[config.mk]
export PLATFORM = sky130hd
export DESIGN_NAME = hpdcache_sram_arbiter
export DESIGN_NICKNAME = d
export VERILOG_FILES = /design/src/rtl/hpdcache_sram_arbiter.sv
export SDC_FILE = /design/constraint.sdc
export NUM_CORES = 1
export LEC_CHECK = 0
export CAP_MARGIN = 0
export CELL_PAD_IN_SITES_DETAIL_PLACEMENT = 0
export CELL_PAD_IN_SITES_GLOBAL_PLACEMENT = 1
export CORE_AREA = 8 8 602 604
export DETAILED_ROUTE_END_ITERATION = 10
export DIE_AREA = 0 0 610 612
export GPL_TIMING_DRIVEN = 0
export PLACE_DENSITY = 0.33
export SLEW_MARGIN = 20
export SYNTH_ARGS = -nofsm -noshare
export SYNTH_HDL_FRONTEND = slang
export SYNTH_SLANG_ARGS = --single-unit
export TNS_END_PERCENT = 30
[constraint.sdc]
create_clock -name clk -period 1.6 [get_ports clk]
set_input_delay 0.4 -clock clk [delete_from_list [all_inputs] [get_ports clk]]
set_output_delay 0.4 -clock clk [all_outputs]
set_load 0.02 [all_outputs]
[src/rtl/hpdcache_sram_arbiter.sv]
// ---------------------------------------------------------------------------
// hpdcache_sram_arbiter
//
// Purpose:
//   Front-end controller for a single-port (1RW) cache SRAM macro with a
//   one-cycle read latency. After reset, or when init_req_i is pulsed, it
//   writes zero to every word of the array. Once the array is clean, it
//   shares the SRAM port between a refill requester (A) and a core
//   requester (B). Arbitration is round-robin, and each requester uses a
//   valid/ready handshake. Read data goes back to the requester that won
//   the access, one cycle after its grant.
//
// Ports:
//   clk, rst_n                  clock / asynchronous active-low reset
//   init_req_i                  restart the zero-fill sweep (RUN only)
//   init_done_o                 array initialised, requests may be granted
//   {a,b}_req_valid_i           request valid
//   {a,b}_req_ready_o           request granted this cycle
//   {a,b}_req_we_i              1 = write, 0 = read
//   {a,b}_req_addr_i            word address
//   {a,b}_req_wdata_i           write data
//   {a,b}_rsp_valid_o           read response valid (no backpressure)
//   {a,b}_rsp_rdata_o           read response data (0 when not valid)
//   sram_cs_o, sram_we_o        SRAM chip select / write enable
//   sram_addr_o, sram_wdata_o   SRAM address / write data
//   sram_rdata_i                SRAM read data, valid the cycle after a read
// ---------------------------------------------------------------------------
module hpdcache_sram_arbiter #(
  parameter int ADDR_SIZE = 8,
  parameter int DATA_SIZE = 256,
  parameter int DEPTH     = 2 ** ADDR_SIZE
) (
  input  logic                 clk,
  input  logic                 rst_n,

  input  logic                 init_req_i,
  output logic                 init_done_o,

  input  logic                 a_req_valid_i,
  output logic                 a_req_ready_o,
  input  logic                 a_req_we_i,
  input  logic [ADDR_SIZE-1:0] a_req_addr_i,
  input  logic [DATA_SIZE-1:0] a_req_wdata_i,
  output logic                 a_rsp_valid_o,
  output logic [DATA_SIZE-1:0] a_rsp_rdata_o,

  input  logic                 b_req_valid_i,
  output logic                 b_req_ready_o,
  input  logic                 b_req_we_i,
  input  logic [ADDR_SIZE-1:0] b_req_addr_i,
  input  logic [DATA_SIZE-1:0] b_req_wdata_i,
  output logic                 b_rsp_valid_o,
  output logic [DATA_SIZE-1:0] b_rsp_rdata_o,

  output logic                 sram_cs_o,
  output logic                 sram_we_o,
  output logic [ADDR_SIZE-1:0] sram_addr_o,
  output logic [DATA_SIZE-1:0] sram_wdata_o,
  input  logic [DATA_SIZE-1:0] sram_rdata_i
);

  typedef enum logic {
    INIT = 1'b0,
    RUN  = 1'b1
  } state_e;

  // The last word written by the sweep. The sweep stops here, so the
  // counter never wraps, even when DEPTH < 2**ADDR_SIZE.
  localparam logic [ADDR_SIZE-1:0] LAST_ADDR = ADDR_SIZE'(DEPTH - 1);

  state_e                 state_reg, state_next;
  logic [ADDR_SIZE-1:0]   cnt_reg, cnt_next;
  logic                   ptr_reg, ptr_next;      // 0 = A has priority, 1 = B
  logic                   a_rsp_valid_reg, b_rsp_valid_reg;
  logic                   grant_a, grant_b;

  // -------------------------------------------------------------------------
  // Next-state, arbitration and SRAM drive
  // -------------------------------------------------------------------------
  always_comb begin
    state_next   = state_reg;
    cnt_next     = cnt_reg;
    ptr_next     = ptr_reg;
    grant_a      = 1'b0;
    grant_b      = 1'b0;
    sram_cs_o    = 1'b0;
    sram_we_o    = 1'b0;
    sram_addr_o  = '0;
    sram_wdata_o = '0;

    case (state_reg)
      INIT: begin
        // While the sweep runs, the SRAM port is owned by the zero-fill
        // sweep and init_req_i is ignored.
        sram_cs_o   = 1'b1;
        sram_we_o   = 1'b1;
        sram_addr_o = cnt_reg;
        if (cnt_reg == LAST_ADDR) begin
          state_next = RUN;
          cnt_next   = '0;
        end else begin
          cnt_next = cnt_reg + 1'b1;
        end
      end

      RUN: begin
        if (init_req_i) begin
          // Nothing is granted in the cycle the restart is seen, so no
          // request races the new sweep.
          state_next = INIT;
          cnt_next   = '0;
        end else begin
          // The pointer only decides when both ports are valid. Ready comes
          // only from valid and the pointer, never from the other ready.
          grant_a = a_req_valid_i & (~b_req_valid_i | ~ptr_reg);
          grant_b = b_req_valid_i & ~grant_a;

          if (grant_a) begin
            sram_cs_o    = 1'b1;
            sram_we_o    = a_req_we_i;
            sram_addr_o  = a_req_addr_i;
            sram_wdata_o = a_req_wdata_i;
            ptr_next     = 1'b1;
          end else if (grant_b) begin
            sram_cs_o    = 1'b1;
            sram_we_o    = b_req_we_i;
            sram_addr_o  = b_req_addr_i;
            sram_wdata_o = b_req_wdata_i;
            ptr_next     = 1'b0;
          end
        end
      end

      default: begin
        state_next = INIT;
        cnt_next   = '0;
      end
    endcase
  end

  // -------------------------------------------------------------------------
  // State, sweep counter, round-robin pointer and response flags
  // -------------------------------------------------------------------------
  always_ff @(posedge clk or negedge rst_n) begin
    if (!rst_n) begin
      state_reg       <= INIT;
      cnt_reg         <= '0;
      ptr_reg         <= 1'b0;
      a_rsp_valid_reg <= 1'b0;
      b_rsp_valid_reg <= 1'b0;
    end else begin
      state_reg       <= state_next;
      cnt_reg         <= cnt_next;
      ptr_reg         <= ptr_next;
      a_rsp_valid_reg <= grant_a & ~a_req_we_i;
      b_rsp_valid_reg <= grant_b & ~b_req_we_i;
    end
  end

  assign init_done_o   = (state_reg == RUN);
  assign a_req_ready_o = grant_a;
  assign b_req_ready_o = grant_b;

  // Read data comes straight from the macro. It is only exposed in the
  // cycle the requester owns it.
  assign a_rsp_valid_o = a_rsp_valid_reg;
  assign b_rsp_valid_o = b_rsp_valid_reg;
  assign a_rsp_rdata_o = a_rsp_valid_reg ? sram_rdata_i : '0;
  assign b_rsp_rdata_o = b_rsp_valid_reg ? sram_rdata_i : '0;

endmodule
## Word level (Yosys, flattened, before mapping)

Cells that the tools add are included.

- $add $sub $neg: 1
- Equal/unequal tests: 2
- Muxes and demuxes: 30
- Bitwise gates (word level): 12
- Reductions and logical operators: 2

Operators by type and width:

| kind | number |
|---|---|
| 256-bit two-way mux | 6 |
| 8-bit two-way mux | 5 |
| 8-bit one-hot mux with 2 select lines | 2 |
| 1-bit two-way mux | 14 |
| 8-bit by 1-bit adder with 8-bit output (second input constant) | 1 |
| 8-bit == test (second input constant) | 1 |
| 1-bit NOT | 7 |
| 1-bit one-hot mux with 2 select lines | 3 |
| 1-bit AND | 4 |
| 3-bit AND reduction | 1 |
| 2-bit != test (second input constant) | 1 |
| 2-bit nonzero test | 1 |
| 1-bit bitwise OR | 1 |

- Register bits after elaboration: 12
- Output and inout port bits: 783

## Depth between registers and ports, before layout

- Word-level depth: 9
- Gate-level depth with buffers: 6
- Depth with buffers taken out: 5

## Worst setup path after synthesis

Ideal clock, no wire load.

- Path type: register to output
- Start point: register state_reg (netlist: init_done_o)
- End point: output sram_addr_o[5]
- Arrival: 1533 ps
- Required time: 1200 ps
- Slack: -333 ps
- Cell stages (with the launch flop): 7
- Buffers on the path: 2
- Cell sequence: dfrtp_1 -> nor2b_2 -> and3_1 -> buf_2 -> clkbuf_1 -> a22oi_1 -> o21ai_0

- Longest elaborated chain between the ends: 2

RTL lines:

| what | RTL line | text |
|---|---|---|
| start: declaration | 71 | `state_e state_reg, state_next;` |
| start signal: assignment | 152 | `state_reg <= state_next;` |
| 1-bit NOT | - |  |
| 8-bit one-hot mux with 2 select lines * | 91 | `case (state_reg)` |
| end: declaration | 57 | `output logic [ADDR_SIZE-1:0] sram_addr_o,` |

Mark *: on every way between the ends. The rest lies on a longest branch, timed or not.

## Worst setup path in the final report

- Start point: input sram_rdata_i[141]
- End point: output a_rsp_rdata_o[141]

- Longest elaborated chain between the ends: 1

RTL lines:

| what | RTL line | text |
|---|---|---|
| start: declaration | 59 | `input logic [DATA_SIZE-1:0] sram_rdata_i` |
| 256-bit two-way mux | 168 | `assign a_rsp_rdata_o = a_rsp_valid_reg ? sram_rdata_i : '0;` |
| end: declaration | 45 | `output logic [DATA_SIZE-1:0] a_rsp_rdata_o,` |

No other way between the ends.

==> out/qor.txt <==
status - finished, violations left
failing checks - negative setup slack
Worst-path clk slew - 0.08 ns
commonest non-fill, non-tap cells in the layout - 914 x clkdlybuf4s50_1, 463 x and2_1, 189 x dlygate4sd2_1
fillers - 41180
P_leak - 12.97 nW
Initial Util - 0.01897
First-pass DRT Iterations - 4
Nets - 3397
residual DRC count - 0
DP HPWL - 310.4 mm
crit path kind - primary input to output pin
Synth area leader - and2_1
Crit. End Element - output pin
Final Hold Fails - 0
synthesized instance count - 973
Die X - 610 um
num ports - 1574
number of DRC markers in iteration 0 - 1283
total core area - 353500 um^2
die area - 373300 um^2
total CTS buffers - 3
Final WS setup - -0.9625 ns
CP arrival - 2.16 ns
Tot Pwr - 5.310 mW
#FFs+latches synth - 12
I/O Buffers - 1573
Synth Warn # - 0
post-synth cell types - 30
post-synthesis sequential area ratio - 0.04478
Area growth syn-to-layout - 377.5%
max cap viols - 0
Largest register FFs - 8
Crit Path Max Fanout - 2
Clock Path Buffers - 2
Slew HR - 0.3951
largest net degree at the start of global routing - 13
DR WL/cell - 44.55 um
Die Y - 612 um
worst-case vdd ir drop - 0.3316 mV
vias per std cell - 2.281
CTS root buf - clkbuf_16
Critical Path Max Stage Delay - 0.90 ns
syn nets - 1765
clock sinks - 12
P per Cell Area - 165.9 nW/um^2
fraction of layout cells with a size suffix above 1 - 0.3253
Setup Skew - 0.01564 ns
FMAX - 390.2 MHz
Crit path max-delay family - buffers and inverters
synth top area cells - and2_1 48%, a22o_1 33%, dfrtp_1 4.5%
row count - 219
worst endpoint required time - 1.20 ns
htree depth - 1
TritonCTS clock tree - yes
WL final - 326.3 mm
routability cong. - 0.8816
Final Slew Violations - 0
Routed Antenna Nets - 0
Final Core Density - 0.09057
global-route usage over all layers - 0.1656
Final Critical Period - 2.563 ns
CP most frequent cell - clkdlybuf4s50_1
clock latency on the worst-skew pair - 0.29 ns
first-pass GRT wire length - 363.2 mm
period utilization - 1.602
setup violators final - 786
DR vias - 16710
vias in the first global route - 16400
worst path cell trace - clkdlybuf4s50_1 -> and2_1 -> clkdlybuf4s50_1
RSZ-0062 raised after global routing - true
slowest cell on the critical path - clkdlybuf4s50_1
post-synthesis instance area - 6705 um^2
Bufs and invs on worst path - 2
startpoint types - primary input
Syn Area/Cell - 6.891 um^2
commonest non-fill, non-tap cell in the layout - clkdlybuf4s50_1
Overflow after GRT - 0
Least-Margin Pin Slew - 0.9110 ns
worst min path class - primary input to asynchronous set/reset pin
initial antenna violation count - 350
post-synth top area share - 0.4777
==> final cells by class <==
type | count | area [um^2] | area share
timing repair buffer | 1629 | 16370 | 0.5113
tap | 4641 | 5807 | 0.1814
antenna | 80 | 200.2 | 0.006253
clock buffer | 4 | 88.84 | 0.002775
sequential | 12 | 306.5 | 0.009575
multi-input combinational | 835 | 7442 | 0.2325
buffer | 117 | 1774 | 0.05542
inverter | 7 | 26.28 | 0.0008207
==> kinds of logic (layout without fill, tap and decap cells) <==
| kind of cell | Yosys count | in the layout | synth area share |
|---|---|---|---|
| other | 0 | 80 | 0 |
| adder cells (fa/ha/maj) | 1 | 1 | 0.001866 |
| AND/OR/NAND/NOR | 545 | 545 | 0.5029 |
| buffers and inverters | 126 | 1757 | 0.08341 |
| flip-flops | 12 | 12 | 0.04478 |
| XOR/XNOR | 4 | 4 | 0.005224 |
| AO/OA/AOI/OAI | 285 | 285 | 0.3618 |
==> Yosys cell counts, drive strengths merged <==
master and count:
and2 512, a22o 256, buf 61, clkbuf 58, o21ai 13, dfrtp 12
nand2 12, inv 7, a22oi 6, nor2b 5, nand3 4, xnor2 4
and3 3, a21oi 2, a221o 2, a31oi 2, nor2 2, nor3 2
o31ai 2, or3 2, ha 1, nand2b 1, nand3b 1, o21bai 1
o311ai 1, or4 1
==> worst paths after layout <==
check | from | cells past startpoint | end | slack, ns
max | sram_rdata_i[141] | 3 | a_rsp_rdata_o[141] | -0.96
min | rst_n | 1 | ptr_reg | 0.1
max reg2reg | cnt_reg[0] | 5 | cnt_reg[3] | -0.16
min reg2reg | cnt_reg[4] | 2 | cnt_reg[4] | 0.53
max in group asynchronous | rst_n | 1 | a_rsp_valid_o | 1.08
min in group clk | b_req_valid_i | 2 | ptr_reg | 0.42
==> report_power, final <==
part           total [mW]  leakage (nW)  switching (mW)  internal (mW)
combinational        4.08          12.8            1.99           2.09
sequential          0.566         0.145           0.158          0.408
clock               0.661        0.0447           0.276          0.385
==> per-layer routing <==
layer	up-vias	GRT usage	routed length, um
met2	1410	0.2784	151200
met3	450	0.1226	53120
li1	6819	-	-
met5	-	0	996
met1	7878	0.1745	116800
met4	152	0.008419	4219
==> metrics by stage <==
step           worst slack (ns)  instance area [um^2]  hold WS (ns)   TNS, ns  std cells
5_1_grt                 -0.9530                 31840       0.09464   -594.04       7253
6_report                -0.9625                 32020       0.09678   -551.62       7325
3_3_place_gp             -3.161                 29220        0.5014  -1521.82       7187
3_5_place_dp             -2.638                 29240        0.4288  -1407.43       7188
2_1_floorplan           -0.2468                  7671        0.1044    -65.21        973
4_1_cts                  -1.022                 31170        0.1020   -647.98       7236
==> what timing repair did <==
action	in CTS	in global routing
hold buffers	0	0
setup buffers	31	10
cloned	13	4
resized for setup	2639	645
setup endpoints to repair	789	790
pin swaps	41	31
No activity file was read; power rests on OpenSTA's default activity.
